===== config.mk =====
export PLATFORM = sky130hd
export DESIGN_NAME = vga_timing_gen
export DESIGN_NICKNAME = d
export VERILOG_FILES = /design/src/rtl/vga_timing_gen.sv
export SDC_FILE = /design/constraint.sdc
export NUM_CORES = 1
export LEC_CHECK = 0
export BUFFER_PORTS_ARGS = -buffer_cell sky130_fd_sc_hd__buf_2
export CORE_ASPECT_RATIO = 1.1
export CORE_MARGIN = 2
export CORE_UTILIZATION = 40
export CTS_CLUSTER_SIZE = 40
export DETAILED_ROUTE_END_ITERATION = 16
export SYNTH_ARGS = -nofsm -noshare
export SYNTH_HDL_FRONTEND = slang
export SYNTH_SLANG_ARGS = --single-unit

===== constraint.sdc =====
create_clock -name clk -period 2.1 [get_ports clk]
set_input_delay 0.42 -clock clk [delete_from_list [all_inputs] [get_ports clk]]
set_output_delay 0.42 -clock clk [all_outputs]
set_load 0.1 [all_outputs]

===== src/rtl/vga_timing_gen.sv =====
// VGA scan timing: pixel-enable divider, h/v counters, sync and colour pins,
// plus per-frame and game-rate tick pulses.
module vga_timing_gen #(
  parameter int DIV       = 4,
  parameter int H_TOTAL   = 800,
  parameter int H_SYNC    = 96,
  parameter int H_START   = 144,
  parameter int H_END     = 783,
  parameter int V_TOTAL   = 525,
  parameter int V_SYNC    = 2,
  parameter int V_START   = 35,
  parameter int V_END     = 514,
  parameter int FRAME_DIV = 2
) (
  input  logic        clk,
  input  logic        rst,
  input  logic [11:0] rgb_in,
  output logic [9:0]  hCount,
  output logic [9:0]  vCount,
  output logic        bright,
  output logic        pix_en,
  output logic        hSync,
  output logic        vSync,
  output logic [11:0] rgb_out,
  output logic        frame_tick,
  output logic        game_tick
);

  localparam int DW = (DIV > 1) ? $clog2(DIV) : 1;
  localparam int FW = (FRAME_DIV > 1) ? $clog2(FRAME_DIV) : 1;

  localparam logic [DW-1:0] DIV_L = DW'(DIV - 1);
  localparam logic [FW-1:0] FD_L  = FW'(FRAME_DIV - 1);
  localparam logic [9:0]    HT_L  = 10'(H_TOTAL - 1);
  localparam logic [9:0]    VT_L  = 10'(V_TOTAL - 1);
  localparam logic [9:0]    HS_L  = 10'(H_SYNC);
  localparam logic [9:0]    VS_L  = 10'(V_SYNC);
  localparam logic [9:0]    HST_L = 10'(H_START);
  localparam logic [9:0]    HEN_L = 10'(H_END);
  localparam logic [9:0]    VST_L = 10'(V_START);
  localparam logic [9:0]    VEN_L = 10'(V_END);

  logic [DW-1:0] div_q, div_d;
  logic [9:0]    h_q, h_d;
  logic [9:0]    v_q, v_d;
  logic [FW-1:0] fc_q, fc_d;
  logic          hs_q, vs_q;
  logic [11:0]   rgb_q;
  logic          ft_q, gt_q;
  logic          line_end;
  logic          frame_end;

  always_comb begin
    pix_en    = (div_q == DIV_L);
    line_end  = (h_q == HT_L);
    frame_end = pix_en && line_end && (v_q == VT_L);
    div_d     = pix_en ? '0 : div_q + 1'b1;
    h_d       = h_q;
    v_d       = v_q;
    fc_d      = fc_q;
    if (pix_en) begin
      if (line_end) begin
        h_d = '0;
        v_d = (v_q == VT_L) ? '0 : v_q + 10'd1;
      end else begin
        h_d = h_q + 10'd1;
      end
    end
    if (frame_end) begin
      fc_d = (fc_q == FD_L) ? '0 : fc_q + 1'b1;
    end
  end

  assign bright = (h_q >= HST_L) && (h_q <= HEN_L) &&
                  (v_q >= VST_L) && (v_q <= VEN_L);

  always_ff @(posedge clk or posedge rst) begin
    if (rst) begin
      div_q <= '0;
      h_q   <= '0;
      v_q   <= '0;
      fc_q  <= '0;
      hs_q  <= 1'b1;
      vs_q  <= 1'b1;
      rgb_q <= '0;
      ft_q  <= 1'b0;
      gt_q  <= 1'b0;
    end else begin
      div_q <= div_d;
      h_q   <= h_d;
      v_q   <= v_d;
      fc_q  <= fc_d;
      ft_q  <= frame_end;
      gt_q  <= frame_end && (fc_q == FD_L);
      // pins sample the pre-advance counters, so they trail by one pixel
      if (pix_en) begin
        hs_q  <= ~(h_q < HS_L);
        vs_q  <= ~(v_q < VS_L);
        rgb_q <= bright ? rgb_in : '0;
      end
    end
  end

  assign hCount     = h_q;
  assign vCount     = v_q;
  assign hSync      = hs_q;
  assign vSync      = vs_q;
  assign rgb_out    = rgb_q;
  assign frame_tick = ft_q;
  assign game_tick  = gt_q;

endmodule

**After elaboration in Yosys (flattened, before gate mapping)**

Index checks and enable logic that the tools add are counted.
Widths: inputs -> output; s select.

- Input bits: 14
- Memories: 0
- Latch bits: 0
- Output and inout bits: 38
- Register bits after elaboration: 39
- Bits in writable memories: 0
- ROM bits: 0

- Add/subtract/negate cells: 4
- Equal/unequal tests: 3
- Reduce and logical (&&, ||, !) cells: 7
- Shift-type cells: 0
- Divide/modulo/power cells: 0
- Multiply operators: 0
- Magnitude comparators: 6
- Bitwise gates (word level): 2
- Mux-type cells: 5

Operators with widths:

| operator | count |
|---|---|
| $add 10x1->10 const B | 2 |
| $eq 10x10->1 const B | 2 |
| $le 10x10->1 const B | 2 |
| $mux 10 | 2 |
| $mux 12 | 1 |
| $ge 10x6->1 const B | 1 |
| $ge 10x8->1 const B | 1 |
| $lt 10x2->1 const B | 1 |
| $lt 10x7->1 const B | 1 |
| $logic_and 1x1->1 | 6 |
| $add 2x1->2 const B | 1 |
| $eq 2x2->1 const B | 1 |
| $mux 2 | 1 |
| $not 1->1 | 2 |
| $reduce_and 2->1 | 1 |
| $add 1x1->1 const B | 1 |
| $mux 1 | 1 |

**Logic depth before layout (Yosys ltp)**

- Word-level depth: 5
- Mapped depth: 7
- Depth with buffers taken out: 6

**Least setup slack after synthesis**

No wires, ideal clock.

- Path kind: flip-flop to output port
- Start: register v_q[1], in the netlist vCount[1]
- End: output bright
- Path buffers: 1
- Setup slack: -923 ps
- Cell stages (with the launch flop): 7
- Arrival time: 2603 ps
- Data required time: 1680 ps
- Path through: dfrtp_1 -> ha_1 -> nor3_1 -> a211oi_2 -> o211ai_2 -> buf_6 -> inv_1

- Cells in the longest elaborated chain, start to end: 3

RTL lines:

| element | line | text |
|---|---|---|
| start: declaration | 45 | `logic [9:0] v_q, v_d;` |
| start signal: assignment | 91 | `v_q <= v_d;` |
| $ge 10x6->1 | 75 | `(v_q >= VST_L) && (v_q <= VEN_L);` |
| $logic_and 1x1->1 | 74 | `assign bright = (h_q >= HST_L) && (h_q <= HEN_L) &&` |
| $logic_and 1x1->1 * | 75 |  |
| end: declaration | 20 | `output logic bright,` |

Every way passes the cells marked *; elsewhere a longest branch is shown, timed or not.

**Worst setup path after layout**

- Start: register v_q[7], in the netlist vCount[7]
- End: output bright

Same word-level chain as after synthesis.

==> summary.txt <==
Drt
  – DRC viols: 0
  – Vias per cell: 5.20
  – Post-route ant nets: 0
  – Routed wire length per instance: 14.2 um
  – Routed WL: 4.43 mm
  – Vias: 1,623
  – DR pass1 iterations: 4
  – DRT iter0 DRCs: 60

Critical path
  – Critical path startpoint category: register
  – Setup Crit Path Kind: register to output pin
  – Worst path cell trace: nor4_4 > a211oi_2 > o211ai_2 > clkinvlp_4 > buf_12
  – Max stage delay on crit path: 0.51 ns
  – CP Data Required Time: 1.68 ns
  – Crit path DAT: 1.80 ns
  – CP endpoint kind: output pin
  – Critical-path top delay cell: dfrtp_4
  – CP max FO: 4
  – R2r startpoint: hCount[0]
  – Crit path from: vCount[7]

Power
  – Internal power: 993 uW
  – Sequential group share of total power: 59.9%
  – Combinational power share: 2.2%
  – PwrDens: 504 nW/um2
  – Clock network fraction of design power: 38.0%
  – Sw Share: 20.8%
  – Peak supply drop: 0.338 mV
  – Total power: 1.25 mW
  – Leak: 1.15 nW
  – Net Switching: 261 uW

Timing
  – Setup TNS: -0.116 ns
  – Setup ws final: -0.116 ns
  – RSZ-0062 raised after global routing: yes
  – Layout Skew: 0.00690 ns
  – Minimum clock period: 2.22 ns
  – Pins Over Slew Limit: 0
  – Relative slew slack: 65.6%
  – Hold WS: 0.240 ns
  – Tightest Pin Transition: 0.503 ns
  – Final Hold Fails: 0
  – Final setup violation count: 1
  – Fmax: 0.451 GHz
  – Crit share post-route: 106%

Synth
  – Number of synthesized register bits: 39
  – Yosys top cell area share: 47.1%
  – Sequential share of the synthesized area: 49.8%
  – Mapped cell area: 1960 um2
  – Synth Warn #: 0
  – Mapped Cells: 194
  – Library cells used by synthesis: 42
  – Main area contributors after synthesis: dfrtp_1 (47%), o22ai_2 (5.7%), nand2_1 (4.6%)
  – Post-Syn Nets: 214
  – Mean Syn Cell Area: 10.1 um2
  – Synth area leader: dfrtp_1

Placement
  – Buffers added on ports: 51
  – Inst Count DP: 300
  – Routability congestion estimate from global placement: 0.840
  – DP Wirelength: 3.13 mm

Floorplan
  – Core area: 4680 um2
  – Die X: 70.8 um
  – Row count: 26
  – Die height: 77.5 um
  – IO Pins: 52
  – Die ar.: 5490 um2
  – Initial Util: 41.9%

Finish
  – Fillers: 442
  – Multi-input logic area: 867 um2
  – FF/Latch Area: 1010 um2
  – ANT cells: 0
  – Nets@finish: 275
  – Share of layout cells above drive strength 1: 42.2%
  – Synthesis-to-finish area growth: 26.8%
  – Non-filler cells, final: 312

Clocking
  – H-tree depth: 2
  – CTS buffer count: 5
  – Clock tree buffer depth: 2
  – Clock transition at the registers of the reported paths: 0.07 ns
  – TritonCTS clock tree: done
  – CTS Hold Bufs: 0
  – Num Clock Sinks: 39
  – Clk_lat worst skew: 0.28 ns
  – Root Buffer: clkbuf_8

Job
  – Max-Cap Viols: 0

Status
  – Failing checks: negative setup slack
  – Status: finished with violations

GRT
  – Initial antenna violation count: 0
  – Gr ovfl total: 0
  – Largest net degree at the start of global routing: 40
  – Vias in the first global route: 1,540
  – First-pass GRT wire length: 7.23 mm
  – Gr usage total: 16.5%

Worst hold path
  – Worst min-delay path class: primary input to async pin
[critical path, delay by kind of cell (launching register included)]
kind,cells,cell delay (ns)
buffers and inverters,2,0.31
AND/OR/NAND/NOR,1,0.33
flip-flops,1,0.51
AO/OA/AOI/OAI,2,0.35
[through the flow]
step | instance area (um2) | setup WS (ns) | util, %
floorplan | 2010 | -0.331 | -
global placement | 2370 | 0.112 | 50.5
detailed placement | 2370 | 0.106 | 50.5
CTS | 2480 | -0.136 | 53.0
global route | 2490 | -0.217 | 53.2
finish | 2490 | -0.116 | 53.2
[flip-flops by register name, indices dropped and copies added, names as in the netlist, 2 cells and up]
signal	cells
hCount	10
vCount	10
div_q	2
rgb_out	12
[power by group through the flow]
stage	Sequential [mW]	Clock, mW	Combinational [mW]
3_3_place_gp	0.765	0	0.0289
5_1_grt	0.750	0.535	0.0323
3_5_place_dp	0.765	0	0.0288
4_1_cts	0.750	0.493	0.0287
6_report	0.751	0.476	0.0271
2_1_floorplan	0.765	0	0.0110
[logic make-up after synthesis]
kind of cell,share of synthesized area (%)
xor+xnor,4.90
compound gates,14.4
buf+inv,6.88
flops,49.8
fa+ha+maj,3.82
mux,1.02
simple gates,19.2
[layout by cell type (no fill, tap or decap), drive strengths merged, types with 4 or more instances in the layout]
master,netlist,final
buf,7,63
dfrtp,37,37
nand2,24,24
inv,21,20
nor2,14,14
o22ai,12,12
nand3,10,10
o21ai,7,7
clkbuf,2,7
nand4,6,6
xnor2,6,6
ha,6,6
xor2,5,5
a21oi,5,5
nor3,4,4
[path summary, 6_finish.rpt]
kind | to | slack [ns] | cells after the start
min in group clk | rgb_out[11] | 0.38 | 3
min reg2reg | div_q[0] | 0.44 | 1
max in group asynchronous | hCount[6] | 1.47 | 3
max reg2reg | vCount[7] | 0.27 | 5
max | bright | -0.12 | 5
min | rgb_out[4] | 0.24 | 3
[what timing repair did]
item	CTS	global route
resized for setup	1	1
buffers inserted	4	0
pin swaps	3	0
setup endpoints to repair	1	1
[layer usage]
layer	global-route usage [%]	routed length, um	vias to the layer above
met5	0	0	-
li1	-	-	790
met3	4.81	202	2
met4	4.34	15	0
met2	28.8	2250	39
met1	19.8	1970	792
[Yosys cell counts]
cell type	number
nand4_1	6
buf_6	2
clkbuf_1	2
and4_1	2
a211oi_2	1
nor3_1	4
xor2_1	5
nor4_4	1
a31oi_1	2
a21oi_1	5
dfrtp_1	37
ha_1	6
a2111oi_0	1
mux2i_1	2
nor2b_1	1
buf_2	3
nor2_1	13
nand3_2	1
o2111a_1	1
o211ai_2	1
and3_1	3
buf_4	1
nor2_2	1
or4_1	1
a41oi_1	1
dfstp_2	2
nand2_1	24
nand3_1	9
o22ai_1	3
nor4_1	1
o311ai_0	1
buf_1	1
xnor2_1	6
and2_1	1
o21ai_0	7
o41ai_1	1
inv_1	21
o31ai_1	1
nor4_2	1
and4b_1	1
or3_1	2
o22ai_2	9
[cell type report]
cell class | instances | share of cell area (%)
flip-flops and latches | 39 | 40.7
inverters | 21 | 3.32
clock buffers | 7 | 3.07
well taps | 56 | 2.81
clock inverters | 1 | 0.201
repair buffers | 63 | 15.1
multi-input cells | 125 | 34.8
No activity file was read; power rests on OpenSTA's default activity.
